--- src/rtl/counter_pkg.sv ---
// Shared constants and helpers for the up/down counter family.
// Direction/mode encodings and the default terminal value.
package counter_pkg;

  localparam logic CNT_UP   = 1'b1;
  localparam logic CNT_DN   = 1'b0;
  localparam logic CNT_WRAP = 1'b0;
  localparam logic CNT_SAT  = 1'b1;

  function automatic longint unsigned max_default(
    input int unsigned w
  );
    return (64'd1 << w) - 64'd1;
  endfunction

endpackage

--- src/rtl/counter_next.sv ---
// Next-state logic for the up/down counter.
// Pure combinational: load, bound handling and stepping.
module counter_next
  import counter_pkg::*;
#(
  parameter int unsigned      WIDTH = 8,
  parameter logic [WIDTH-1:0] MAXV  = '1
) (
  input  logic [WIDTH-1:0] q,
  input  logic             up,
  input  logic             sat,
  input  logic             enable,
  input  logic             load,
  input  logic [WIDTH-1:0] d,
  output logic [WIDTH-1:0] next_q,
  output logic             bound_evt
);

  logic at_bound;
  logic step;

  assign at_bound  = (up == CNT_UP) ? (q == MAXV)
                                    : (q == '0);
  assign bound_evt = enable & ~load & at_bound;
  assign step      = enable & ~load & ~at_bound;

  always_comb begin
    next_q = q;
    unique case (1'b1)
      load: begin
        next_q = (d > MAXV) ? MAXV : d;
      end
      bound_evt: begin
        if (sat == CNT_WRAP) begin
          next_q = (up == CNT_UP) ? '0 : MAXV;
        end
      end
      step: begin
        next_q = (up == CNT_UP) ? q + 1'b1
                                : q - 1'b1;
      end
      default: ;
    endcase
  end

endmodule

--- src/rtl/counter_updown_mod.sv ---
// Parametrised up/down counter: registers plus terminal count.
// tc feeds the next stage's enable for cascading.
module counter_updown_mod
  import counter_pkg::*;
#(
  parameter int unsigned      WIDTH = 8,
  parameter longint unsigned  MAX   = max_default(WIDTH)
) (
  input  logic             clock,
  input  logic             clear_b,
  input  logic             enable,
  input  logic             up,
  input  logic             sat,
  input  logic             load,
  input  logic [WIDTH-1:0] d,
  input  logic             ovf_clr,
  output logic [WIDTH-1:0] Q,
  output logic             tc,
  output logic             wrap,
  output logic             ovf
);

  if (WIDTH < 1 || WIDTH > 63 || MAX == 0 ||
      MAX > max_default(WIDTH)) begin : g_bad_param
    $error("counter_updown_mod: illegal WIDTH/MAX");
  end

  localparam logic [WIDTH-1:0] MAXV = WIDTH'(MAX);

  logic [WIDTH-1:0] next_q;
  logic             bound_evt;

  counter_next #(
    .WIDTH (WIDTH),
    .MAXV  (MAXV)
  ) u_next (
    .q         (Q),
    .up        (up),
    .sat       (sat),
    .enable    (enable),
    .load      (load),
    .d         (d),
    .next_q    (next_q),
    .bound_evt (bound_evt)
  );

  // Set of ovf wins over a same-cycle ovf_clr.
  always_ff @(posedge clock or negedge clear_b) begin
    if (!clear_b) begin
      Q    <= '0;
      wrap <= 1'b0;
      ovf  <= 1'b0;
    end else begin
      Q    <= next_q;
      wrap <= bound_evt & (sat == CNT_WRAP);
      ovf  <= bound_evt | (ovf & ~ovf_clr);
    end
  end

  assign tc = enable & ((up & (Q == MAXV)) |
                        (~up & (Q == '0)));

endmodule

--- config.mk ---
export PLATFORM = sky130hd
export DESIGN_NAME = counter_updown_mod
export DESIGN_NICKNAME = d
export VERILOG_FILES = /design/src/rtl/counter_pkg.sv /design/src/rtl/counter_next.sv /design/src/rtl/counter_updown_mod.sv
export SDC_FILE = /design/constraint.sdc
export NUM_CORES = 1
export LEC_CHECK = 0
export BUFFER_PORTS_ARGS = -buffer_cell sky130_fd_sc_hd__buf_2
export CORE_MARGIN = 1
export CORE_UTILIZATION = 46
export CTS_CLUSTER_DIAMETER = 60
export DETAILED_ROUTE_END_ITERATION = 8
export GPL_TIMING_DRIVEN = 0
export PLACE_DENSITY_LB_ADDON = 0.15
export SLEW_MARGIN = 10
export SYNTH_ARGS = -nofsm -noshare
export SYNTH_HDL_FRONTEND = slang
export SYNTH_HIERARCHICAL = 1
export SYNTH_SLANG_ARGS = --single-unit
export TNS_END_PERCENT = 100
--- constraint.sdc ---
create_clock -name clock -period 2.1 [get_ports clock]
set_clock_uncertainty 0.2 [all_clocks]
set_input_delay 0.105 -clock clock [delete_from_list [all_inputs] [get_ports clock]]
set_output_delay 0.105 -clock clock [all_outputs]
set_load 0.05 [all_outputs]
==> run summary, run 1 <==
FILL cells -> 154
Commonest non-fill, non-tap cell in the layout -> buf_2
Most frequent cells in the layout -> buf_2 (25), dlygate4sd3_1 (11), nor2_1 (10), a21oi_1 (10), dfrtp_2 (8)
Worst-skew pair later-pin latency -> 0.27 ns
PwrDens -> 667 nW/µm²
Clk pin slew, worst setup/hold paths -> 0.07 ns
Final ANT Viol Nets -> 0
Max Fanout on Critical Path -> 5
Num CTS Buffers -> 3
Crit path required time -> 2.10 ns
Hold Path Class -> primary input to async pin
Cell Area, Synth -> 941 µm²
Gpl congestion -> 0.901
Proportion of layout cells with a drive suffix above 1 -> 40.4%
Total power -> 883 µW
Synth unique cells -> 39
Synth Warn # -> 6
Post-route cell area -> 1330 µm²
Wire per inst -> 14.6 µm
Core area -> 1820 µm²
LEAKAGE -> 0.000604 µW
Hold Slack -> 0.0151 ns
Worst slew pin tran -> 0.497 ns
Vias in the first global route -> 867
Port bufs -> 24
Crit share post-route -> 97.1%
Highest clock rate -> 0.490 GHz
Final core occ -> 72.8%
Syn Inst Count -> 106
Mapped Nets -> 128
Max-cap violation count -> 0
Max Slew Vio Count -> 0
# diodes -> 0
Reg-to-reg slack, setup -> 0.06 ns
DP HPWL -> 1730 µm
DR pass1 iterations -> 4
Syn_area_per_cell -> 8.88 µm²
First-iteration detailed-routing DRC count -> 27
Relative slew margins -> 66.7%
DRT Wirelength -> 2570 µm
CTS max path bufs -> 2
Flop and latch count out of synthesis -> 10
Sequential share of the synthesized area -> 26.6%
RSZ-0062 raised after global routing -> true
CTS tree -> built
Nets -> 174
Die width -> 47.2 µm
Global-route wire length before repair -> 3920 µm
Die ar. -> 2230 µm²
Peak supply drop -> 0.000545 V
CP arrival -> 2.04 ns
Via density -> 5.66
GR Overflow Total -> 0
Crit path kind -> register to register
Vias -> 996
Row count -> 15
Largest net degree at the start of global routing -> 11
CP Launch Type -> register
Initial antenna violation count -> 0
Total Routing Usage GR -> 25.4%
I/O pin total -> 26
Sink Count -> 10
Htree depth -> 1
Final hold vios -> 0
Status -> complete, no violations
Post-DP Area -> 1100 µm²
Clock root buffer -> clkbuf_4
CP endpoint kind -> register
Initial core utilization -> 51.7%
DR DRC count -> 0
Min cycle time layout -> 2.04 ns
Setup violators final -> 0
Die height -> 47.2 µm
Area Overhead vs Synth -> 40.8%
[kinds of logic (layout without fill, tap and decap cells)]
kind of cell	Yosys count	count (layout)	share of synthesized area [%]
compound gates	30	30	21.7
xor+xnor	6	6	5.59
fa+ha+maj	7	7	10.1
buf+inv	8	53	4.65
flops	10	10	26.6
mux	1	1	1.06
simple gates	44	44	30.3
[metrics by stage]
step	TNS (ns)	setup WS (ns)	std cells
floorplan	0	0.00471	106
global placement	-0.116	-0.0954	155
detailed placement	-0.162	-0.0953	155
CTS	0	0.00698	172
global route	-0.0198	-0.0198	176
finish	0	0.0612	176
[worst max-delay path, cell delays in order (launching register included)]
cell       delay (ns)
dfrtp_2          0.45
buf_12           0.14
nor4_1           0.15
and4_2           0.32
nor2_2           0.06
or3_4            0.38
nor2b_4          0.15
o2bb2ai_2        0.13
[cell type report]
| class | count | area (µm²) | share of cell area [%] |
|---|---|---|---|
| multi-input cells | 88 | 676 | 51.0 |
| repair buffers | 41 | 288 | 21.7 |
| flip-flops and latches | 10 | 260 | 19.6 |
| well taps | 25 | 31.3 | 2.36 |
| clock buffers | 4 | 26.3 | 1.98 |
| plain buffers | 3 | 25.0 | 1.89 |
| inverters | 5 | 18.8 | 1.42 |
[cell usage after synthesis]
| library cell | instances | share of area (%) |
|---|---|---|
| and4_1 | 2 | 1.9 |
| or2b_2 | 1 | 0.93 |
| o41ai_1 | 1 | 0.93 |
| dlygate4sd1_1 | 1 | 0.93 |
| mux2i_1 | 1 | 1.1 |
| xnor2_1 | 6 | 5.6 |
| inv_1 | 5 | 2.0 |
| a21o_1 | 1 | 0.80 |
| nor3_1 | 6 | 3.2 |
| a221oi_1 | 3 | 2.8 |
| nor3b_1 | 4 | 3.2 |
| nor2_2 | 1 | 0.67 |
| nor2b_1 | 2 | 1.3 |
| nor4_2 | 2 | 2.7 |
| nand4b_1 | 1 | 0.93 |
| or3_4 | 1 | 1.2 |
| nor4_4 | 1 | 2.3 |
| o21bai_1 | 2 | 1.6 |
| buf_2 | 1 | 0.53 |
| nand2_1 | 6 | 2.4 |
| a211oi_1 | 1 | 0.80 |
| a21o_2 | 1 | 0.93 |
| nand4_2 | 1 | 1.3 |
| dfrtp_1 | 10 | 27 |
| nand3_1 | 3 | 1.6 |
| buf_6 | 1 | 1.2 |
| o22ai_1 | 1 | 0.67 |
| o21ai_0 | 5 | 2.7 |
| o22a_1 | 2 | 1.9 |
| a21oi_1 | 10 | 5.3 |
| ha_1 | 6 | 8.0 |
| nor2b_4 | 1 | 1.5 |
| nand4_1 | 1 | 0.67 |
| o2bb2ai_2 | 1 | 1.6 |
| o21ai_1 | 1 | 0.53 |
| nor2_1 | 10 | 4.0 |
| nor4_1 | 1 | 0.67 |
| a221o_2 | 1 | 1.2 |
| fa_1 | 1 | 2.1 |
[per-layer routing]
| layer | global-route usage (%) | part of all wire, % |
|---|---|---|
| met5 | 0 | 0 |
| met4 | 3.43 | 0.31 |
| met3 | 5.77 | 4.8 |
| met2 | 41.4 | 50 |
| met1 | 35.0 | 45 |
[flip-flops by register name, indices dropped and copies added (netlist names)]
register	flops
Q	8
ovf	1
wrap	1
[final timing paths]
kind | startpoint | to | cells past startpoint
worst min register to register | ovf$_DFF_PN0_ | ovf$_DFF_PN0_ | 1
worst max-delay path | Q[0]$_DFF_PN0_ | Q[6]$_DFF_PN0_ | 7
max in group asynchronous | clear_b | Q[2]$_DFF_PN0_ | 2
worst min-delay path | clear_b | Q[3]$_DFF_PN0_ | 2
min in group clock | load | Q[1]$_DFF_PN0_ | 3
worst max register to register | Q[0]$_DFF_PN0_ | Q[6]$_DFF_PN0_ | 7
[report_power, final]
group	internal (µW)	switching [µW]
logic	198	270
clock network	73.6	68.9
registers	222	50.9
[what timing repair did]
action / in CTS / in global routing
hold buffers: 11 / 0
resized for setup: 0 / 8
cloned: 0 / 0
pin swaps: 0 / 4
hold endpoints to repair: 20 / 0
setup endpoints to repair: 1 / 8
setup buffers: 2 / 4
(Power assumes the default switching activity.)
==> inputs of run 2 (changes only) <==
--- a/config.mk
+++ b/config.mk
@@ -7,7 +7,7 @@
 export LEC_CHECK = 0
 export BUFFER_PORTS_ARGS = -buffer_cell sky130_fd_sc_hd__buf_2
 export CORE_MARGIN = 1
-export CORE_UTILIZATION = 46
+export CORE_UTILIZATION = 50
 export CTS_CLUSTER_DIAMETER = 60
 export DETAILED_ROUTE_END_ITERATION = 8
 export GPL_TIMING_DRIVEN = 0
==> constraint.sdc (replaced) <==
create_clock -name clock -period 2.06 [get_ports clock]
set_clock_uncertainty 0.2 [all_clocks]
set_input_delay 0.103 -clock clock [delete_from_list [all_inputs] [get_ports clock]]
set_output_delay 0.103 -clock clock [all_outputs]
set_load 0.05 [all_outputs]
==> run 2 against run 1 <==
First-iteration DRC count is 44% higher. Non-clock buffer count stayed put. Sequential power is 6% higher. Critical path depth is 1 lower. Hold slack better by 0.0080 ns. Fmax is 0.58% higher. Via count is 2.0% higher. Core utilization is 6.2 points higher. Die area is 7.7% lower. Sequential share of layout area is 0.58 points lower.
==> run summary, run 2 (synthesized netlist as in run 1, its figures left out) <==
R2r endpoint -> Q[7]$_DFF_PN0_
First-iteration detailed-routing DRC count -> 39
Final ANT Viol Nets -> 0
Crit share post-route -> 98.4%
Initial antenna violation count -> 0
Worst path cell trace -> nor4_4 -> and4_4 -> nor2_4 -> or3_4 -> nor2b_4 -> a21oi_1
Clk pin slew, worst setup/hold paths -> 0.07 ns
Peak supply drop -> 0.000447 V
Vias -> 1016
Die width -> 45.4 µm
Reg2Reg Depth -> 6
CTS max path bufs -> 2
Port bufs -> 24
Top Layer Used -> met3
Most frequent cells in the layout -> buf_2 (25), dlygate4sd3_1 (11), nor2_1 (10), a21oi_1 (9), dfrtp_2 (7)
Htree depth -> 1
Final hold vios -> 0
Gpl congestion -> 0.809
Final core occ -> 79.0%
CP endpoint kind -> register
Core area -> 1750 µm²
Max reg flops -> 8
Worst slew pin tran -> 0.531 ns
Top flop regs -> Q x8, ovf x1, wrap x1
Worst-skew pair later-pin latency -> 0.27 ns
Vias in the first global route -> 906
Max Slew Vio Count -> 0
Nets -> 174
Clock root buffer -> clkbuf_4
Relative slew margins -> 64.4%
Proportion of layout cells with a drive suffix above 1 -> 44.4%
RSZ-0062 raised after global routing -> true
Max Fanout on Critical Path -> 8
Slowest library cell on the worst path -> dfrtp_2
Die height -> 45.4 µm
Hold Path Class -> primary input to async pin
Sink Count -> 10
Commonest non-fill, non-tap cell in the layout -> buf_2
Crit path required time -> 2.05 ns
PnR worst setup slack -> 0.0329 ns
CP Launch Type -> register
Total Routing Usage GR -> 28.4%
DR DRC count -> 0
PwrDens -> 684 nW/µm²
Area Overhead vs Synth -> 46.5%
Initial core utilization -> 53.9%
Worst slack at placement -> -0.152 ns
Setup violators final -> 0
DP HPWL -> 1750 µm
Crit-path max cell delay -> 0.49 ns
# diodes -> 0
Wire length on met1 -> 1190 µm
Die ar. -> 2060 µm²
CTS tree -> built
Crit path kind -> register to register
I/O pin total -> 26
Global-route wire length before repair -> 4130 µm
DRT Wirelength -> 2620 µm
Via density -> 5.77
Biggest register -> Q
Row count -> 15
Highest clock rate -> 0.493 GHz
CP arrival -> 2.02 ns
GR Overflow Total -> 0
Reg-to-reg slack, setup -> 0.03 ns
DR WL met3 -> 159 µm
DR pass1 iterations -> 4
Critical R2R Launch -> Q[5]$_DFF_PN0_
Max-cap violation count -> 0
Setup TNS -> 0 ns
Num CTS Buffers -> 3
Wire per inst -> 14.9 µm
Largest net degree at the start of global routing -> 11
LEAKAGE -> 0.000612 µW
Status -> complete, no violations
Min cycle time layout -> 2.03 ns
Met2 WL post-DR -> 1270 µm
-- run 2: how the worst max path moves through the flow --
| stage | from | cells past startpoint | end | slack [ns] |
|---|---|---|---|---|
| 3_3_place_gp | up | 9 | Q[7]$_DFF_PN0_ | -0.14 |
| 3_5_place_dp | up | 9 | Q[7]$_DFF_PN0_ | -0.15 |
| 4_1_cts | Q[5]$_DFF_PN0_ | 6 | Q[7]$_DFF_PN0_ | 0.005 |
| 5_1_grt | Q[5]$_DFF_PN0_ | 6 | Q[7]$_DFF_PN0_ | -0.04 |
| 6_report | Q[5]$_DFF_PN0_ | 6 | Q[7]$_DFF_PN0_ | 0.03 |
| 2_1_floorplan | Q[0]$_DFF_PN0_ | 8 | Q[4]$_DFF_PN0_ | 0.02 |
-- run 2: layout make-up --
type | instances | area (µm²)
buffer | 3 | 25.0
clock buffer | 4 | 36.3
fill | 118 | 367
inverter | 5 | 18.8
multi-input combinational | 88 | 729
sequential | 10 | 263
tap | 25 | 31.3
timing repair buffer | 41 | 275
-- run 2: worst max-delay path: cells and delay by family, from the launching register on --
family | cells | cell delay (ns)
simple gates | 5 | 1.13
flops | 1 | 0.49
compound gates | 1 | 0.12
-- run 2: routing by layer --
metal	GRT usage, %	vias up
li1	-	494
met1	38.3	478
met2	44.6	44
met3	7.14	0
met4	8.48	0
met5	0	-
-- run 2: timing repair --
action / in CTS / in global routing
hold buffers: 11 / 0
endpoints found under the setup margin: 6 / 7
setup buffers: 3 / 3
resized for setup: 4 / 11
pin swaps: 1 / 4
endpoints found under the hold margin: 20 / 0
-- run 2: through the flow --
stage | total power (µW) | cell area [µm²] | cells | hold slack (ns)
2_1_floorplan | 597 | 966 | 106 | -0.393
3_3_place_gp | 689 | 1120 | 155 | -0.228
3_5_place_dp | 697 | 1120 | 155 | -0.222
4_1_cts | 911 | 1300 | 173 | 0.0199
5_1_grt | 1000 | 1380 | 176 | 0.0559
6_report | 944 | 1380 | 176 | 0.0231
-- run 2: where the power goes --
group / leakage (µW) / internal, µW / total, µW / switching [µW]
sequential: 0.000116 / 227 / 290 / 62.7
combinational: 0.000475 / 199 / 475 / 276
clock: 0.0000210 / 107 / 178 / 71.0
